## src/rtl/baud_ctrl_if.sv

```systemverilog
// Baud controller handshake bundle: frame controls, generator phase
// inputs and the registered control/tick outputs.
interface baud_ctrl_if;
    logic       start;
    logic       stop;
    logic       resync;
    logic [3:0] arb_bits;
    logic [1:0] bg_cnt;
    logic       bg_inc;
    logic       bg_sync;
    logic       bg_sel;
    logic       bit_tick;
    logic       sample_tick;
    logic       busy;
    logic [1:0] state;

    modport master (
        output start, stop, resync, arb_bits, bg_cnt, bg_inc,
        input  bg_sync, bg_sel, bit_tick, sample_tick, busy, state
    );

    modport slave (
        input  start, stop, resync, arb_bits, bg_cnt, bg_inc,
        output bg_sync, bg_sel, bit_tick, sample_tick, busy, state
    );
endinterface

```

## src/rtl/baud_ctrl.sv

```systemverilog
// Baud controller: low-speed arbitration bits, then switch the
// generator to the high-speed divisor until the frame ends.
module baud_ctrl (
    input  logic         clk,
    input  logic         reset,
    baud_ctrl_if.slave   bus
);
    typedef enum logic [1:0] {
        IDLE = 2'd0,
        ARB  = 2'd1,
        DATA = 2'd2,
        TAIL = 2'd3
    } state_e;

    state_e     state_q, state_d;
    logic [3:0] cnt_q, cnt_d;
    logic [3:0] arb_q, arb_d;
    logic       sync_q, sync_d;
    logic       sel_q, sel_d;
    logic       btick_q, btick_d;
    logic       stick_q, stick_d;
    logic       busy_q, busy_d;

    logic boundary;
    logic midpoint;
    logic active;
    logic switch_now;

    // Phase events are meaningless while the generator is held at zero.
    assign boundary = bus.bg_inc && (bus.bg_cnt == 2'd0) && !sync_q;
    assign midpoint = bus.bg_inc && (bus.bg_cnt == 2'd2) && !sync_q;
    assign active   = (state_q == ARB) || (state_q == DATA);

    always_ff @(posedge clk) begin
        if (reset) begin
            state_q <= IDLE;
            cnt_q   <= 4'd0;
            arb_q   <= 4'd0;
            sync_q  <= 1'b1;
            sel_q   <= 1'b0;
            btick_q <= 1'b0;
            stick_q <= 1'b0;
            busy_q  <= 1'b0;
        end else begin
            state_q <= state_d;
            cnt_q   <= cnt_d;
            arb_q   <= arb_d;
            sync_q  <= sync_d;
            sel_q   <= sel_d;
            btick_q <= btick_d;
            stick_q <= stick_d;
            busy_q  <= busy_d;
        end
    end

    always_comb begin
        state_d = state_q;
        cnt_d   = cnt_q;
        arb_d   = arb_q;
        unique case (state_q)
            IDLE: begin
                if (bus.start) begin
                    arb_d   = bus.arb_bits;
                    cnt_d   = 4'd0;
                    state_d = (bus.arb_bits != 4'd0) ? ARB : DATA;
                end
            end
            ARB: begin
                if (bus.stop) begin
                    state_d = TAIL;
                end else if (boundary) begin
                    if (cnt_q + 4'd1 == arb_q) begin
                        state_d = DATA;
                        cnt_d   = 4'd0;
                    end else begin
                        cnt_d = cnt_q + 4'd1;
                    end
                end
            end
            DATA: begin
                if (bus.stop) state_d = TAIL;
            end
            TAIL: begin
                if (boundary) state_d = IDLE;
            end
            default: state_d = IDLE;
        endcase
    end

    assign switch_now = (state_q == ARB) && (state_d == DATA);

    always_comb begin
        sync_d  = (state_d == IDLE) || switch_now ||
                  (bus.resync && active && !bus.stop);
        sel_d   = sel_q;
        if (state_d == IDLE)
            sel_d = 1'b0;
        else if (state_q != DATA && state_d == DATA)
            sel_d = 1'b1;
        btick_d = boundary && (state_q != IDLE);
        stick_d = midpoint && (state_q != IDLE);
        busy_d  = (state_d != IDLE);
    end

    assign bus.bg_sync     = sync_q;
    assign bus.bg_sel      = sel_q;
    assign bus.bit_tick    = btick_q;
    assign bus.sample_tick = stick_q;
    assign bus.busy        = busy_q;
    assign bus.state       = state_q;
endmodule

```

## src/flat_wrapper.sv

```systemverilog
// flat-port wrapper written by rule: the top's interface ports become plain ports
module baud_ctrl_flat 
  (clk, reset, bus_start, bus_stop, bus_resync, bus_arb_bits, bus_bg_cnt, bus_bg_inc, bus_bg_sync, bus_bg_sel, bus_bit_tick, bus_sample_tick, bus_busy, bus_state);
  baud_ctrl_if bus_i ();
  input  logic clk;
  input  logic reset;
  input wire logic [$bits(bus_i.start)-1:0] bus_start;
  input wire logic [$bits(bus_i.stop)-1:0] bus_stop;
  input wire logic [$bits(bus_i.resync)-1:0] bus_resync;
  input wire logic [$bits(bus_i.arb_bits)-1:0] bus_arb_bits;
  input wire logic [$bits(bus_i.bg_cnt)-1:0] bus_bg_cnt;
  input wire logic [$bits(bus_i.bg_inc)-1:0] bus_bg_inc;
  output wire logic [$bits(bus_i.bg_sync)-1:0] bus_bg_sync;
  output wire logic [$bits(bus_i.bg_sel)-1:0] bus_bg_sel;
  output wire logic [$bits(bus_i.bit_tick)-1:0] bus_bit_tick;
  output wire logic [$bits(bus_i.sample_tick)-1:0] bus_sample_tick;
  output wire logic [$bits(bus_i.busy)-1:0] bus_busy;
  output wire logic [$bits(bus_i.state)-1:0] bus_state;
  assign bus_i.start = bus_start;
  assign bus_i.stop = bus_stop;
  assign bus_i.resync = bus_resync;
  assign bus_i.arb_bits = bus_arb_bits;
  assign bus_i.bg_cnt = bus_bg_cnt;
  assign bus_i.bg_inc = bus_bg_inc;
  assign bus_bg_sync = bus_i.bg_sync;
  assign bus_bg_sel = bus_i.bg_sel;
  assign bus_bit_tick = bus_i.bit_tick;
  assign bus_sample_tick = bus_i.sample_tick;
  assign bus_busy = bus_i.busy;
  assign bus_state = bus_i.state;
  baud_ctrl u_core (.clk(clk), .reset(reset), .bus(bus_i));
endmodule
```

## config.mk

```make
export PLATFORM = sky130hd
export DESIGN_NAME = baud_ctrl_flat
export DESIGN_NICKNAME = d
export VERILOG_FILES = /design/src/rtl/baud_ctrl_if.sv /design/src/rtl/baud_ctrl.sv /design/src/flat_wrapper.sv
export SDC_FILE = /design/constraint.sdc
export NUM_CORES = 1
export LEC_CHECK = 0
export BUFFER_PORTS_ARGS = -buffer_cell sky130_fd_sc_hd__buf_2
export CAP_MARGIN = 5
export CORE_MARGIN = 2
export CORE_UTILIZATION = 40
export CTS_CLUSTER_SIZE = 10
export DETAILED_ROUTE_END_ITERATION = 8
export GPL_TIMING_DRIVEN = 0
export SKIP_LAST_GASP = 1
export SLEW_MARGIN = 20
export SYNTH_ARGS = -nofsm -noshare
export SYNTH_HDL_FRONTEND = slang
export SYNTH_SLANG_ARGS = --single-unit
```

## constraint.sdc

```tcl
create_clock -name clk -period 3.1 [get_ports clk]
set_input_delay 0.62 -clock clk [delete_from_list [all_inputs] [get_ports clk]]
set_output_delay 0.62 -clock clk [all_outputs]
set_load 0.02 [all_outputs]
```

# Word level (Yosys, flattened, before mapping)
# Cells that the tools add are included.
# W data, S select, Z words.
# totals
reg_bits	15
latchBits	0
ram_bits	0
romBits	0
input_bits	12
out_inout_bits	7
mem_count	0
# classes
add_sub_neg	1
multipliers	0
n_div	0
order_cmp	0
n_eq_ne	10
shift	0
n_mux	13
bitwise_logic	0
reduce_logical	25
# ops
operator	n
$mux W4	4
$mux W2	7
$logic_and A1 B1 Y1	10
$eq A2 B2 Y1 const B	4
$pmux W2 S4	1
$pmux W4 S2	1
$logic_not A2 Y1	3
$ne A2 B2 Y1 const B	3
$reduce_bool A2 Y1	3
$add A4 B1 Y4 const B	1
$eq A4 B4 Y1	1
$reduce_and A4 Y1	1
$reduce_bool A4 Y1	1
$logic_or A1 B1 Y1	3
$eq A2 B1 Y1 const B	1
$logic_not A1 Y1	2
$ne A2 B1 Y1 const B	1
$reduce_and A2 Y1	1
$reduce_or A2 Y1	1

# Longest topological paths before layout
# logic_depth
ltp_word	10
mapped_depth	8
ltp_nobuf	7

# Least setup slack after synthesis
# OpenSTA, ideal clock, no wires.
# synth_timing
path_kind	input -> register
start	input port bus_bg_cnt[1]
end	register u_core.sel_q, in the netlist u_core.bus.bg_sel
setup_time_ns	0.137
arrival_time_ns	1.950
t_required_ns	2.963
slack_ns	1.013
cell_stages	6
path_buffers	1
path_cell_list	or4b_1 -> buf_2 -> a31o_2 -> a21oi_1 -> o21a_1 -> a221oi_2
# synth_between
elab_chain_cells	8
elab_cells_between_ends	11
# synth_lines
element	line	text
from (decl)	flat_wrapper.sv:11	input wire logic [$bits(bus_i.bg_cnt)-1:0] bus_bg_cnt;
$logic_not A2 Y1 (*)	baud_ctrl.sv:30	assign boundary = bus.bg_inc && (bus.bg_cnt == 2'd0) && !sync_q;
$logic_and A1 B1 Y1 (*) (2 in series)	baud_ctrl.sv:30	
$mux W2	baud_ctrl.sv:71	end else if (boundary) begin
$mux W2	baud_ctrl.sv:69	if (bus.stop) begin
$pmux W2 S4 (*)	baud_ctrl.sv:60	unique case (state_q)
$eq A2 B2 Y1 / $logic_not A2 Y1 (equally long branches)	baud_ctrl.sv:98, baud_ctrl.sv:96	
$logic_and A1 B1 Y1 / $reduce_or A2 Y1 (equally long branches)	-	
to (signal assigned)	baud_ctrl.sv:49	sel_q <= sel_d;
to (decl)	baud_ctrl.sv:19	logic sel_q, sel_d;
# Mark *: on every way between the ends. The rest lies on a longest branch, timed or not.
# A chain may end at the register's enable or synchronous reset.

# Worst setup path after layout
# layout_timing
start	register u_core.state_q[1], in the netlist u_core.bus.state[1]
end	register u_core.sel_q, in the netlist u_core.bus.bg_sel
# layout_between
elab_chain_cells	6
elab_cells_between_ends	16
# layout_lines
element	line	text
from (decl)	baud_ctrl.sv:15	state_e state_q, state_d;
from (signal assigned)	baud_ctrl.sv:45	state_q <= state_d;
$mux W2	baud_ctrl.sv:72	if (cnt_q + 4'd1 == arb_q) begin
$mux W2	baud_ctrl.sv:71	
$mux W2	baud_ctrl.sv:69	
$pmux W2 S4	baud_ctrl.sv:60	
$eq A2 B2 Y1 / $logic_not A2 Y1 (equally long branches)	baud_ctrl.sv:98, baud_ctrl.sv:96	
$logic_and A1 B1 Y1 / $reduce_or A2 Y1 (equally long branches)	-	
# Several ways; a longest one is shown, not always the timed one.

==> metrics.csv <==
stage,metric,value,unit
sta,"Hold Vio Cnt, Final",0,
worst_setup_path,WS Path Type,reg -> reg,
finish,most frequent cells in the layout,"buf_2 (18), dfxtp_1 (15), a21oi_1 (10)",
finish,multi-input logic area,539,sq um
finish,Final Util,0.508,
logic_synthesis,post-synth top area share,0.342,
floorplanning,height of the die,50.9,um
sta,Final Max Tran Viols,0,
finish,Layout fillers,206,
finish,Final nets,136,
sta,Tmin final,2.10,ns
global_routing,first-pass GRT wire length,3.06,mm
clocking,clock buffer depth,2,
floorplanning,Site Rows,16,
placed_design,port bufs,17,
logic_synthesis,synth top area cells,"dfxtp_1 (34%), ha_1 (7.1%), a21oi_1 (5.7%), nand2_1 (3.8%), nand3_1 (3.4%)",
logic_synthesis,post-synth top area cell,dfxtp_1,
finish,layout cells sized above 1,0.263,
finish,fin area,0.00103,sq mm
worst_setup_path,CP Capture Type,flop,
finish,"most common cell after layout, fill and taps aside",buf_2,
detailed_routing,via/cell ratio,5.29,
global_routing,pin count of the biggest net entering global routing,11,
logic_synthesis,Mapped Cells,97,
detailed_routing,WL/cell,12.4,um
logic_synthesis,sequential share of the synthesized area,0.342,
clocking,CTS sink count,15,
worst_setup_path,arrival time worst endpoint,2.32,ns
sta,setup tns final,0,ns
detailed_routing,WL final,1.79,mm
worst_setup_path,CP Launch Point,u_core.bus.state[1],
global_routing,vias in the first global route,701,
clocking,number of post-CTS setup repair buffers,0,
sta,clk_skew,0.0157,ns
worst_setup_path,worst r2r src,u_core.bus.state[1],
logic_synthesis,Unique masters post-synth,38,
sta,Hold WS,0.475,ns
sta,Setup Viol. Count Final,0,
hold_path,Hold/Removal Path Class,reg -> reg,
job,maxcap violations,0,
worst_setup_path,depth of the worst register-to-register path,8,
sta,Rel. slew slack,0.645,
pwr,worst vdd ir,0.000358,V
finish,Storage cell area,300,sq um
detailed_routing,ANT nets after route,0,
global_routing,GRT Total Usage,0.161,
logic_synthesis,syn_area_per_cell,9.06,sq um
floorplanning,IO Count,19,
finish,diodes inserted,0,
logic_synthesis,"flops & latches, synth",15,
finish,Area growth syn-to-layout,17.0,%
clocking,CTS tree,built,
clocking,post-cts gate resize count,0,
detailed_routing,via count,767,
floorplanning,die area,0.00259,sq mm
sta,Max Fclk,476,MHz
placed_design,GP Congestion,0.845,
placed_design,Post-DP HPWL,1.39,mm
worst_setup_path,Worst EP required,3.32,ns
global_routing,"Remaining Overflow, GRT",0,
worst_setup_path,Critical Path End,u_core.bus.bg_sel,
floorplanning,die span in x,50.9,um
pwr,PD cells,616,mW/mm^2
placed_design,Placement Cell Area,997,sq um
detailed_routing,number of remaining DRC errors,0,
clocking,Num CTS Buffers,3,
detailed_routing,Initial DRC Count,10,
worst_setup_path,nature of the critical path startpoint,flop,
floorplanning,Initial Util,0.434,
sta,Worst Tran Pin Value,0.528,ns
logic_synthesis,yosys synthesis warning count,0,
sta,period utilization,0.678,
clocking,Root Buffer,clkbuf_4,
pwr,Leak Pwr,0.000424,uW
floorplanning,core area,0.00202,sq mm
clocking,"Clk pin slew, worst setup/hold paths",0.11,ns
sta,RSZ-0062 raised after global routing,no,
outcome,outcome,"complete, no violations",
logic_synthesis,"Cell Area, Synth",878,sq um
clocking,later-pin clock latency in the skew report,0.30,ns
clocking,Post-CTS Hold Fix Bufs,0,
worst_setup_path,FF-to-FF End,u_core.bus.bg_sel,
logic_synthesis,Synth Net Count,114,
detailed_routing,DR pass1 iterations,4,
worst_setup_path,crit path max fanout,10,
worst_setup_path,"setup slack, reg-to-reg",1.0,ns
global_routing,initial antenna violation count,0,
clocking,H-tree Lvls,1,
## worst min path at each step
| stage | start | to | slack, ns | cells past startpoint |
|---|---|---|---|---|
| 3_5_place_dp | u_core.arb_q[2] | u_core.arb_q[2] | 0.46 | 2 |
| 4_1_cts | u_core.arb_q[2] | u_core.arb_q[2] | 0.48 | 2 |
| 2_1_floorplan | u_core.arb_q[2] | u_core.arb_q[2] | 0.44 | 2 |
| 3_3_place_gp | u_core.bus.bg_sel | u_core.bus.bg_sel | 0.46 | 2 |
| 5_1_grt | u_core.cnt_q[1] | u_core.cnt_q[1] | 0.51 | 2 |
| 6_report | u_core.arb_q[2] | u_core.arb_q[2] | 0.48 | 2 |
## cell type report
class	instances	area share
Multi-Input combinational cell	72	0.525
Inverter	6	0.0219
Timing Repair Buffer	17	0.0828
Sequential cell	15	0.292
Buffer	4	0.0158
Clock buffer	3	0.0219
Tap cell	27	0.0329
Clock inverter	1	0.00731
## worst max-delay path, cell delays in order (launching register included)
cell	delay, ns
dfxtp_1	0.46
inv_1	0.12
ha_1	0.20
clkbuf_1	0.22
and2b_2	0.28
a31o_2	0.21
a21oi_1	0.18
o211ai_1	0.13
a221oi_2	0.22
## stage by stage
step / total power, uW / std cells / worst slack (ns)
after floorplan: 451 / 97 / 1.01
after global placement: 516 / 141 / 0.808
after detailed placement: 517 / 141 / 0.809
after CTS: 639 / 145 / 1.01
after global routing: 682 / 145 / 0.854
final: 633 / 145 / 0.997
## per-layer routing
layer	track usage	vias to the layer above	share of wire
met1	0.207	356	0.48
li1	-	396	-
met2	0.259	15	0.48
met3	0.0614	0	0.047
met5	0	-	0
met4	0.0270	0	0
## flip-flops by register name, indices dropped and copies added, names as in the netlist
name	count
u_core.bus.bit_tick	1
u_core.bus.sample_tick	1
u_core.bus.state	2
u_core.bus.bg_sel	1
u_core.arb_q	4
u_core.bus.busy	1
u_core.cnt_q	4
u_core.bus.bg_sync	1
## power by group
group	leakage, uW	total (uW)	switching [uW]	internal (uW)
sequential	0.000123	244	23.3	220
combinational	0.000288	270	163	107
clock	0.0000139	119	70.2	49.2
## cells in the mapped netlist
master,n
a221oi_2,1
nor4b_1,1
nor2b_1,2
or3b_1,2
o21a_1,3
xnor2_1,2
o22ai_1,1
nor4_1,2
and2b_2,1
o32ai_1,1
a221o_2,2
nor3_1,2
or2_2,1
ha_1,5
xor2_1,2
xnor3_1,1
clkbuf_1,3
a211o_1,1
a311oi_1,1
and3_1,1
o21ai_4,1
a31o_2,1
o31ai_1,1
nand3b_4,1
a31oi_1,1
nand3_1,6
or4bb_1,1
o211ai_1,1
a21oi_1,10
nand2_1,9
and3b_1,1
inv_1,6
buf_2,1
dfxtp_1,15
or4b_1,1
o31ai_2,1
nor2_1,4
nand2b_1,1
## logic make-up (layout without fill, tap and decap cells)
| logic type | count (synthesis) | after routing | share of synthesized area |
|---|---|---|---|
| compound gates | 26 | 26 | 0.229 |
| buf+inv | 10 | 31 | 0.0442 |
| simple gates | 36 | 36 | 0.248 |
| flops | 15 | 15 | 0.342 |
| fa+ha+maj | 5 | 5 | 0.0712 |
| xor+xnor | 5 | 5 | 0.0655 |
No activity file was read; power rests on OpenSTA's default activity.
